[config.mk]
export PLATFORM = sky130hd
export DESIGN_NAME = ym3438_reg_file_gen_flat
export DESIGN_NICKNAME = d
export VERILOG_FILES = /design/src/rtl/ym3438_reg_file_gen_if.sv /design/src/rtl/ym3438_reg_file_gen.sv /design/src/flat_wrapper.sv
export SDC_FILE = /design/constraint.sdc
export NUM_CORES = 2
export LEC_CHECK = 0
export CAP_MARGIN = 20
export CORE_MARGIN = 1.5
export CORE_UTILIZATION = 57
export DETAILED_ROUTE_END_ITERATION = 8
export GPL_ROUTABILITY_DRIVEN = 0
export PLACE_DENSITY = 0.81
export SYNTH_ARGS = -nofsm -noshare
export SYNTH_HDL_FRONTEND = slang
export SYNTH_SLANG_ARGS = --single-unit
[constraint.sdc]
create_clock -name MCLK -period 52.5 [get_ports MCLK]
set_input_delay 10.5 -clock MCLK [delete_from_list [all_inputs] [get_ports MCLK]]
set_output_delay 10.5 -clock MCLK [all_outputs]
set_load 0.1 [all_outputs]
[src/rtl/ym3438_reg_file_gen_if.sv]
// ym3438_reg_file_gen_if: CPU-side write bus of the YM3438 register file.
// addr_wr/data_wr/bank/din flow to the slave; busy/ovf report back.
interface ym3438_reg_file_gen_if;
  logic       addr_wr;
  logic       data_wr;
  logic       bank;
  logic [7:0] din;
  logic       busy;
  logic       ovf;

  modport master (
    output addr_wr, data_wr, bank, din,
    input  busy, ovf
  );

  modport slave (
    input  addr_wr, data_wr, bank, din,
    output busy, ovf
  );
endinterface

[src/rtl/ym3438_reg_file_gen.sv]
// ym3438_reg_file_gen: YM3438 operator/channel register file, slot-timed commit.
// Ports: MCLK, rst (async, active high); slot_en/slot_sync step the slot
// counter; bus (addr_wr, data_wr, bank, din, busy, ovf) is the CPU write
// port; slot, op_regs, ch_fnum, ch_block, ch_b0, ch_b4 show the current
// slot's stored registers. Define YM3438_REG_READBACK_EN to add
// rd_req/rd_data readback of the byte at the latched address.
module ym3438_reg_file_gen #(
  parameter  int NUM_CH = 6,
  parameter  int NSLOT  = 4 * NUM_CH,
  localparam int SW     = $clog2(NSLOT)
) (
  input  logic          MCLK,
  input  logic          rst,
  input  logic          slot_en,
  input  logic          slot_sync,
  ym3438_reg_file_gen_if.slave bus,
  output logic [SW-1:0] slot,
  output logic [55:0]   op_regs,
  output logic [10:0]   ch_fnum,
  output logic [2:0]    ch_block,
  output logic [5:0]    ch_b0,
  output logic [7:0]    ch_b4
`ifdef YM3438_REG_READBACK_EN
  ,
  input  logic          rd_req,
  output logic [7:0]    rd_data
`endif
);

  localparam int CPB = NUM_CH / 2;
  localparam int CW  = $clog2(NUM_CH);

  function automatic logic [3:0] f_ch(input logic [8:0] a);
    return (a[8] ? 4'(CPB) : 4'd0) + {2'b00, a[1:0]};
  endfunction

  function automatic logic f_ok(input logic [8:0] a);
    return (a[1:0] != 2'd3) && (f_ch(a) < 4'(NUM_CH));
  endfunction

  // operator index is {a[2], a[3]}: register order 0, 2, 1, 3
  function automatic logic [SW-1:0] f_slot(input logic [8:0] a);
    logic [1:0] op;
    op = {a[2], a[3]};
    return SW'(op * NUM_CH) + SW'(f_ch(a));
  endfunction

  function automatic logic f_op(input logic [8:0] a);
    return (a[7:4] >= 4'd3) && (a[7:4] <= 4'd9);
  endfunction

  typedef enum logic {S_IDLE, S_PEND} st_t;
  st_t st, st_nx;

  logic [8:0]    adr;
  logic          adr_vld;
  logic [8:0]    p_adr;
  logic [7:0]    p_dat;
  logic          ovf_q;
  logic [CW-1:0] cur_ch;

  logic [7:0]  op_mem   [NSLOT][7];
  logic [10:0] fnum_mem [NUM_CH];
  logic [2:0]  blk_mem  [NUM_CH];
  logic [5:0]  b0_mem   [NUM_CH];
  logic [7:0]  b4_mem   [NUM_CH];
  logic [5:0]  hold     [2];

  logic [3:0]    tch;
  logic          ch_ok;
  logic [SW-1:0] tslot;
  logic [2:0]    oreg;
  logic          is_op, is_chr;
  logic          is_fl, is_fh, is_b0, is_b4;

  assign tch    = f_ch(p_adr);
  assign ch_ok  = f_ok(p_adr);
  assign tslot  = f_slot(p_adr);
  assign oreg   = 3'(p_adr[7:4] - 4'd3);
  assign is_op  = f_op(p_adr);
  assign is_chr = (p_adr[7:0] >= 8'hA0) && (p_adr[7:0] <= 8'hB7);
  assign is_fl  = p_adr[7:2] == 6'h28;
  assign is_fh  = p_adr[7:2] == 6'h29;
  assign is_b0  = p_adr[7:2] == 6'h2C;
  assign is_b4  = p_adr[7:2] == 6'h2D;

  logic bsy, acc_op, acc_ch, done;
  logic aw_ok, dw, dw_ok, dw_drop;

  assign bsy    = st == S_PEND;
  assign acc_op = bsy && slot_en && ch_ok && is_op && (slot == tslot);
  assign acc_ch = bsy && slot_en && ch_ok && is_chr
                  && (cur_ch == tch[CW-1:0]);
  // targets with nowhere to land retire on the first slot_en
  assign done   = acc_op || acc_ch
                  || (bsy && slot_en && !(ch_ok && (is_op || is_chr)));

  // address strobe wins when both strobes coincide
  assign aw_ok   = bus.addr_wr && (bus.din[7:4] != 4'd0);
  assign dw      = bus.data_wr && !bus.addr_wr;
  assign dw_ok   = dw && adr_vld && !bsy;
  assign dw_drop = dw && bsy;

  always_ff @(posedge MCLK or posedge rst) begin
    if (rst) st <= S_IDLE;
    else     st <= st_nx;
  end

  always_comb begin
    st_nx = st;
    unique case (st)
      S_IDLE:  if (dw_ok) st_nx = S_PEND;
      S_PEND:  if (done)  st_nx = S_IDLE;
      default: st_nx = S_IDLE;
    endcase
  end

  always_comb begin
    bus.busy = (st == S_PEND);
    bus.ovf  = ovf_q;
  end

  always_ff @(posedge MCLK or posedge rst) begin
    if (rst) begin
      slot   <= '0;
      cur_ch <= '0;
    end else if (slot_sync) begin
      slot   <= '0;
      cur_ch <= '0;
    end else if (slot_en) begin
      slot   <= (slot == SW'(NSLOT - 1)) ? '0 : slot + SW'(1);
      cur_ch <= (cur_ch == CW'(NUM_CH - 1)) ? '0 : cur_ch + CW'(1);
    end
  end

  always_ff @(posedge MCLK or posedge rst) begin
    if (rst) begin
      adr     <= '0;
      adr_vld <= 1'b0;
      p_adr   <= '0;
      p_dat   <= '0;
      ovf_q   <= 1'b0;
    end else begin
      ovf_q <= dw_drop;
      if (aw_ok) begin
        adr     <= {bus.bank, bus.din};
        adr_vld <= 1'b1;
      end
      // target is captured with the data so a later address
      // strobe cannot redirect a pending write
      if (dw_ok) begin
        p_adr <= adr;
        p_dat <= bus.din;
      end
    end
  end

  always_ff @(posedge MCLK or posedge rst) begin
    if (rst) begin
      for (int i = 0; i < NSLOT; i++)
        for (int j = 0; j < 7; j++)
          op_mem[i][j] <= '0;
    end else if (acc_op) begin
      op_mem[tslot][oreg] <= p_dat;
    end
  end

  always_ff @(posedge MCLK or posedge rst) begin
    if (rst) begin
      for (int i = 0; i < NUM_CH; i++) begin
        fnum_mem[i] <= '0;
        blk_mem[i]  <= '0;
        b0_mem[i]   <= '0;
        b4_mem[i]   <= 8'hC0;
      end
      hold[0] <= '0;
      hold[1] <= '0;
    end else if (acc_ch) begin
      unique case (1'b1)
        is_fl: begin
          fnum_mem[tch[CW-1:0]] <= {hold[p_adr[8]][2:0], p_dat};
          blk_mem[tch[CW-1:0]]  <= hold[p_adr[8]][5:3];
        end
        is_fh:   hold[p_adr[8]]      <= p_dat[5:0];
        is_b0:   b0_mem[tch[CW-1:0]] <= p_dat[5:0];
        is_b4:   b4_mem[tch[CW-1:0]] <= p_dat;
        default: ;
      endcase
    end
  end

  always_comb begin
    op_regs = '0;
    for (int j = 0; j < 7; j++)
      op_regs[j*8 +: 8] = op_mem[slot][j];
  end

  assign ch_fnum  = fnum_mem[cur_ch];
  assign ch_block = blk_mem[cur_ch];
  assign ch_b0    = b0_mem[cur_ch];
  assign ch_b4    = b4_mem[cur_ch];

`ifdef YM3438_REG_READBACK_EN
  logic [3:0] rch;
  logic [7:0] rbyte;

  assign rch = f_ch(adr);

  always_comb begin
    rbyte = 8'h00;
    if (f_ok(adr)) begin
      unique case (1'b1)
        f_op(adr):
          rbyte = op_mem[f_slot(adr)][3'(adr[7:4] - 4'd3)];
        adr[7:2] == 6'h28:
          rbyte = fnum_mem[rch[CW-1:0]][7:0];
        adr[7:2] == 6'h29:
          rbyte = {2'b00, blk_mem[rch[CW-1:0]],
                   fnum_mem[rch[CW-1:0]][10:8]};
        adr[7:2] == 6'h2C:
          rbyte = {2'b00, b0_mem[rch[CW-1:0]]};
        adr[7:2] == 6'h2D:
          rbyte = b4_mem[rch[CW-1:0]];
        default: rbyte = 8'h00;
      endcase
    end
  end

  always_ff @(posedge MCLK or posedge rst) begin
    if (rst)         rd_data <= 8'h00;
    else if (rd_req) rd_data <= rbyte;
  end
`endif

endmodule
[src/flat_wrapper.sv]
// flat-port wrapper written by rule: the top's interface ports become plain ports
module ym3438_reg_file_gen_flat 
#(
  parameter  int NUM_CH = 6,
  parameter  int NSLOT  = 4 * NUM_CH,
  localparam int SW     = $clog2(NSLOT)
)
  (MCLK, rst, slot_en, slot_sync, slot, op_regs, ch_fnum, ch_block, ch_b0, ch_b4, bus_addr_wr, bus_data_wr, bus_bank, bus_din, bus_busy, bus_ovf);
  ym3438_reg_file_gen_if bus_i ();
  input  logic MCLK;
  input  logic rst;
  input  logic slot_en;
  input  logic slot_sync;
  output logic [SW-1:0] slot;
  output logic [55:0] op_regs;
  output logic [10:0] ch_fnum;
  output logic [2:0] ch_block;
  output logic [5:0] ch_b0;
  output logic [7:0] ch_b4;
  input wire logic [$bits(bus_i.addr_wr)-1:0] bus_addr_wr;
  input wire logic [$bits(bus_i.data_wr)-1:0] bus_data_wr;
  input wire logic [$bits(bus_i.bank)-1:0] bus_bank;
  input wire logic [$bits(bus_i.din)-1:0] bus_din;
  output wire logic [$bits(bus_i.busy)-1:0] bus_busy;
  output wire logic [$bits(bus_i.ovf)-1:0] bus_ovf;
  assign bus_i.addr_wr = bus_addr_wr;
  assign bus_i.data_wr = bus_data_wr;
  assign bus_i.bank = bus_bank;
  assign bus_i.din = bus_din;
  assign bus_busy = bus_i.busy;
  assign bus_ovf = bus_i.ovf;
  ym3438_reg_file_gen #(.NUM_CH(NUM_CH), .NSLOT(NSLOT)) u_core (.MCLK(MCLK), .rst(rst), .slot_en(slot_en), .slot_sync(slot_sync), .bus(bus_i), .slot(slot), .op_regs(op_regs), .ch_fnum(ch_fnum), .ch_block(ch_block), .ch_b0(ch_b0), .ch_b4(ch_b4));
endmodule
## After elaboration in Yosys (flattened, before gate mapping)

Index checks and enable logic that the tools add are counted.

- Logic and storage cells: 319
- Bits in registers: 1561
- Input bits: 15
- Output and inout port bits: 91

- Equality and inequality tests: 9
- Mux-type cells: 48
- Add/subtract/negate cells: 5
- Multiply operators: 1
- Reductions and logical operators: 32
- Bitwise operators: 7
- $lt $le $gt $ge: 15

Operators by type and width:

| operator | count |
|---|---|
| $bwmux 1344 | 1 |
| $bmux 56 s5 | 1 |
| $demux 56 s5 | 1 |
| $mux 56 | 3 |
| $bwmux 66 | 1 |
| $bwmux 48 | 1 |
| $demux 8 s3 | 2 |
| $mux 6 | 7 |
| $bwmux 36 | 1 |
| $bmux 11 s3 | 1 |
| $demux 11 s3 | 1 |
| $mux 11 | 3 |
| $mux 8 | 4 |
| $bmux 8 s3 | 1 |
| $eq 6x6->1 const B | 4 |
| $logic_and 1x1->1 | 20 |
| $bmux 6 s3 | 1 |
| $bwmux 18 | 1 |
| $demux 6 s3 | 1 |
| $mux 3 | 6 |
| $mux 5 | 3 |
| $bwmux 12 | 1 |
| $ge 4x4->1 const B | 3 |
| $ge 6x6->1 const B | 2 |
| 35 further kinds | 47 |

## Depth between registers and ports, before layout

- Depth in word-level cells: 11
- Gate-level depth with buffers: 16
- Mapped depth without buffers: 11

## Worst setup path after synthesis

OpenSTA, ideal clock, no wires.

- Path type: reg2out
- Start point: register u_core.slot[1]
- End point: output port op_regs[10]
- Path buffers: 5
- Stages on the path, launching flop included: 8
- Setup slack: 38037 ps
- Data arrival time: 3963 ps
- Required time: 42000 ps
- Cells stage by stage: dfrtp_1 > buf_2 > buf_1 > buf_2 > buf_2 > buf_2 > mux2i_1 > o22ai_1

- Cells in the longest elaborated chain, start to end: 4

RTL lines:

| element | RTL line | source |
|---|---|---|
| from (decl) | ym3438_reg_file_gen.sv:17 | `output logic [SW-1:0] slot,` |
| from (signal assigned) | ym3438_reg_file_gen.sv:131 | `slot <= (slot == SW'(NSLOT - 1)) ? '0 : slot + SW'(1);` |
| $not 5->6 (not written as such) | ym3438_reg_file_gen.sv:195 | `op_regs[j*8 +: 8] = op_mem[slot][j];` |
| $bmux 56 s5 | ym3438_reg_file_gen.sv:195 |  |
| $mux 56 (2 in a row) | -- |  |
| to (decl) | flat_wrapper.sv:15 | `output logic [55:0] op_regs;` |

No other way between the ends. The select of a mux whose other input is x is not followed.

## Worst setup path in the final report

- Start point: register u_core.slot[2]
- End point: output port op_regs[14]

The elaborated chain is that of the path after synthesis.

==> out/summary.txt <==
Leakage: 38.7 nW
maxcap violations: 0
vias per cell: 6.39
Area growth, synth to finish: 9.94%
first-pass GRT wire length: 272 mm
final clock skew: 25.0 ps
ys async rst share: 100%
Die Span X: 364 µm
Tmin final: 16420 ps
hold crit path type: flip-flop to flip-flop
Antenna Nets Post-Route: 0
final hold vios: 0
largest net degree at the start of global routing: 179
Hold Buf Count CTS: 0
TNS Setup: 0 ps
Netlist cell types: 62
full die area: 132000 µm²
Clock Latency Late Sink: 800 ps
total vias in the final route: 41558
WHS: 486 ps
syn avg cell area: 15.8 µm²
metal3 WL: 8.28 mm
final setup fails: 0
Avg WL per Cell: 26.7 µm
Highest Clock Rate: 0.0609 GHz
ant diodes: 0
Warnings, synthesis: 0
# Post-CTS Setup Buffers: 0
clock tree root buffer cell: clkbuf_16
post-synthesis cell area: 74300 µm²
power consumption: 3.05 mW
die height: 364 µm
Initial Utilization: 57.4%
deepest clock path buffer count: 3
Power Dens Cells: 37.4 nW/µm²
Detailed Routing Iterations Pass 1: 5
Multi-input gate area: 33300 µm²
DRC: 0
Finished Layout Cells: 6501
Cells after DPL: 6219
flops & latches, synth: 1561
Post-Synthesis Cells: 4697
Setup crit end kind: primary output
crit path launch type: flip-flop
max-slew violation total from the final report: 0
1st-iter DRT viols: 3332
hpwl dp: 104 mm
post-CTS sizing: 0
critical-path maximum fanout: 117
worst vdd ir: 0.133 mV
initial antenna violation count: 2
FF+latch area: 39100 µm²
layout filler cell count: 8939
routed wl met2: 85.3 mm
max_slew headroom: 23.9%
All-Layer GR Usage: 26.9%
H-tree depth: 4
period utilization: 31.3%
result of the run: completed
Clock Pin Slew Worst Setup and Hold Paths: 60 ps
RSZ-0062 raised after global routing: no
fin nets: 4666
Num CTS Buffers: 155
Post-synth EDFFs: 0
Ports: 106
top sig layer: met5
TritonCTS clock tree: built
Seq/Total Area, Yosys: 52.6%
CTS sink cnt: 1561
Post-Route WL: 173 mm
Worst-Margin Slew: 1140 ps
core area: 129000 µm²
CP Class: flip-flop to primary output
CP required: 42000 ps
M1 wire length: 74.4 mm
vias in the first global route: 44300
PortBufs: 105
worst path arrival time: 5920 ps
Post-synth top flop: dfrtp_1
Post-Syn Nets: 4724
ratio of cells with drive above 1 in the final layout: 51.1%
# rows: 132
grt ovf: 0
-- where the power goes --
part | internal (mW) | switching (mW)
registers | 1.23 | 0.0710
clock network | 0.647 | 0.467
logic | 0.123 | 0.520
total | 2.00 | 1.06
-- cell type report --
class / instances / area share, %
inverters: 41 / 0.193
clock inverters: 46 / 0.591
well taps: 1742 / 2.67
repair buffers: 172 / 2.14
clock buffers: 231 / 5.66
flip-flops and latches: 1561 / 47.9
multi-input cells: 2708 / 40.8
-- state kept, by name, summed over array words and instances, names as in the netlist --
name	flops
u_core.fnum_mem	66
u_core.b4_mem	48
u_core.bus.busy	1
u_core.p_dat	8
u_core.cur_ch	3
u_core.adr_vld	1
u_core.op_mem	1344
u_core.bus.ovf	1
u_core.blk_mem	18
u_core.hold	12
u_core.slot	5
u_core.b0_mem	36
u_core.adr	9
u_core.p_adr	9
-- per-layer routing --
layer	global-route usage [%]	vias to the layer above
li1	-	17565
met1	37.5	22647
met2	43.3	1046
met3	4.30	298
met4	8.75	2
met5	0	-
-- placed cells by master, fill, tap and decap left out, types with 4 or more instances in the layout --
master,Yosys,final
bufinv_16,0,8
clkbuf_16,0,158
nand3_1,12,12
nor2b_1,5,5
clkdlybuf4s50_1,0,105
xnor2_1,7,6
nand4_4,120,120
a21oi_1,60,60
nor2_1,127,127
clkinvlp_4,0,4
mux2i_1,142,140
or3_1,5,5
o21ai_0,11,11
nor3_1,4,4
and4_1,4,4
dfrtp_1,1549,1535
nand4_1,9,9
o22ai_1,85,85
mux2_1,60,60
mux4_2,364,364
nand2b_1,8,7
buf_12,0,11
buf_4,30,52
xor2_1,7,7
ha_1,11,11
nor4_4,4,4
inv_1,41,40
dfstp_2,12,12
clkbuf_1,253,34
inv_6,0,8
dfrtp_4,0,14
clkbuf_8,0,39
clkinv_2,0,25
nand2_1,34,34
mux2_2,1542,1542
nand4_2,42,42
-- synth_stat cells (7+ instances only) --
| master | n | share of area, % |
|---|---|---|
| dfrtp_1 | 1549 | 52 |
| mux2_2 | 1542 | 23 |
| mux4_2 | 364 | 11 |
| clkbuf_1 | 253 | 1.3 |
| mux2i_1 | 142 | 1.9 |
| nor2_1 | 127 | 0.64 |
| nand4_4 | 120 | 3.4 |
| o22ai_1 | 85 | 0.72 |
| buf_2 | 72 | 0.49 |
| a21oi_1 | 60 | 0.40 |
| mux2_1 | 60 | 0.91 |
| nand4_2 | 42 | 0.71 |
| inv_1 | 41 | 0.21 |
| nand2_1 | 34 | 0.17 |
| buf_4 | 30 | 0.30 |
| buf_1 | 15 | 0.076 |
| dfstp_2 | 12 | 0.42 |
| nand3_1 | 12 | 0.081 |
| ha_1 | 11 | 0.19 |
| o21ai_0 | 11 | 0.074 |
| nand4_1 | 9 | 0.076 |
| buf_6 | 8 | 0.12 |
| nand2b_1 | 8 | 0.067 |
| xnor2_1 | 7 | 0.083 |
| xor2_1 | 7 | 0.083 |
-- final timing paths --
check / from / end / slack [ps] / cells past startpoint
setup / recovery: u_core.slot[2] / op_regs[14] / 36080 / 8
hold / removal: u_core.adr[4] / u_core.adr[4] / 490 / 2
setup reg to reg: u_core.p_adr[8] / u_core.op_mem[475] / 46690 / 12
hold reg to reg: u_core.adr[4] / u_core.adr[4] / 490 / 2
max in group asynchronous: rst / u_core.op_mem[360] / 38260 / 6
min in group asynchronous: rst / u_core.b0_mem[3] / 10260 / 2
-- worst max-delay path, stage by stage (launching register included) --
cell and delay [ps]:
dfrtp_4 1020, buf_4 740, buf_12 620, mux4_2 370, mux2i_1 80, nor2_1 150
a21oi_1 60, o22ai_1 670, clkdlybuf4s50_1 1270
-- through the flow --
step / instance area [µm²] / utilization (%) / setup slack, ps
6_report: 81700 / 63.1 / 36080
5_1_grt: 81700 / 63.1 / 35960
4_1_cts: 81500 / 63.1 / 36140
3_3_place_gp: 76400 / 59.1 / 37000
2_1_floorplan: 74300 / - / 20380
3_5_place_dp: 76400 / 59.1 / 36980
-- cell families (layout without fill, tap and decap cells) --
logic type | Yosys count | count (layout) | synth area share [%]
AOI/OAI and AO/OA | 171 | 171 | 1.37
xor gates and xnor gates | 14 | 14 | 0.165
adders and majority gates | 12 | 12 | 0.212
buffers and inverters | 428 | 490 | 2.61
DFF | 1561 | 1561 | 52.6
muxes | 2108 | 2108 | 37.2
and+or+nand+nor | 403 | 403 | 5.79
Power figures use the tool's default switching activity.
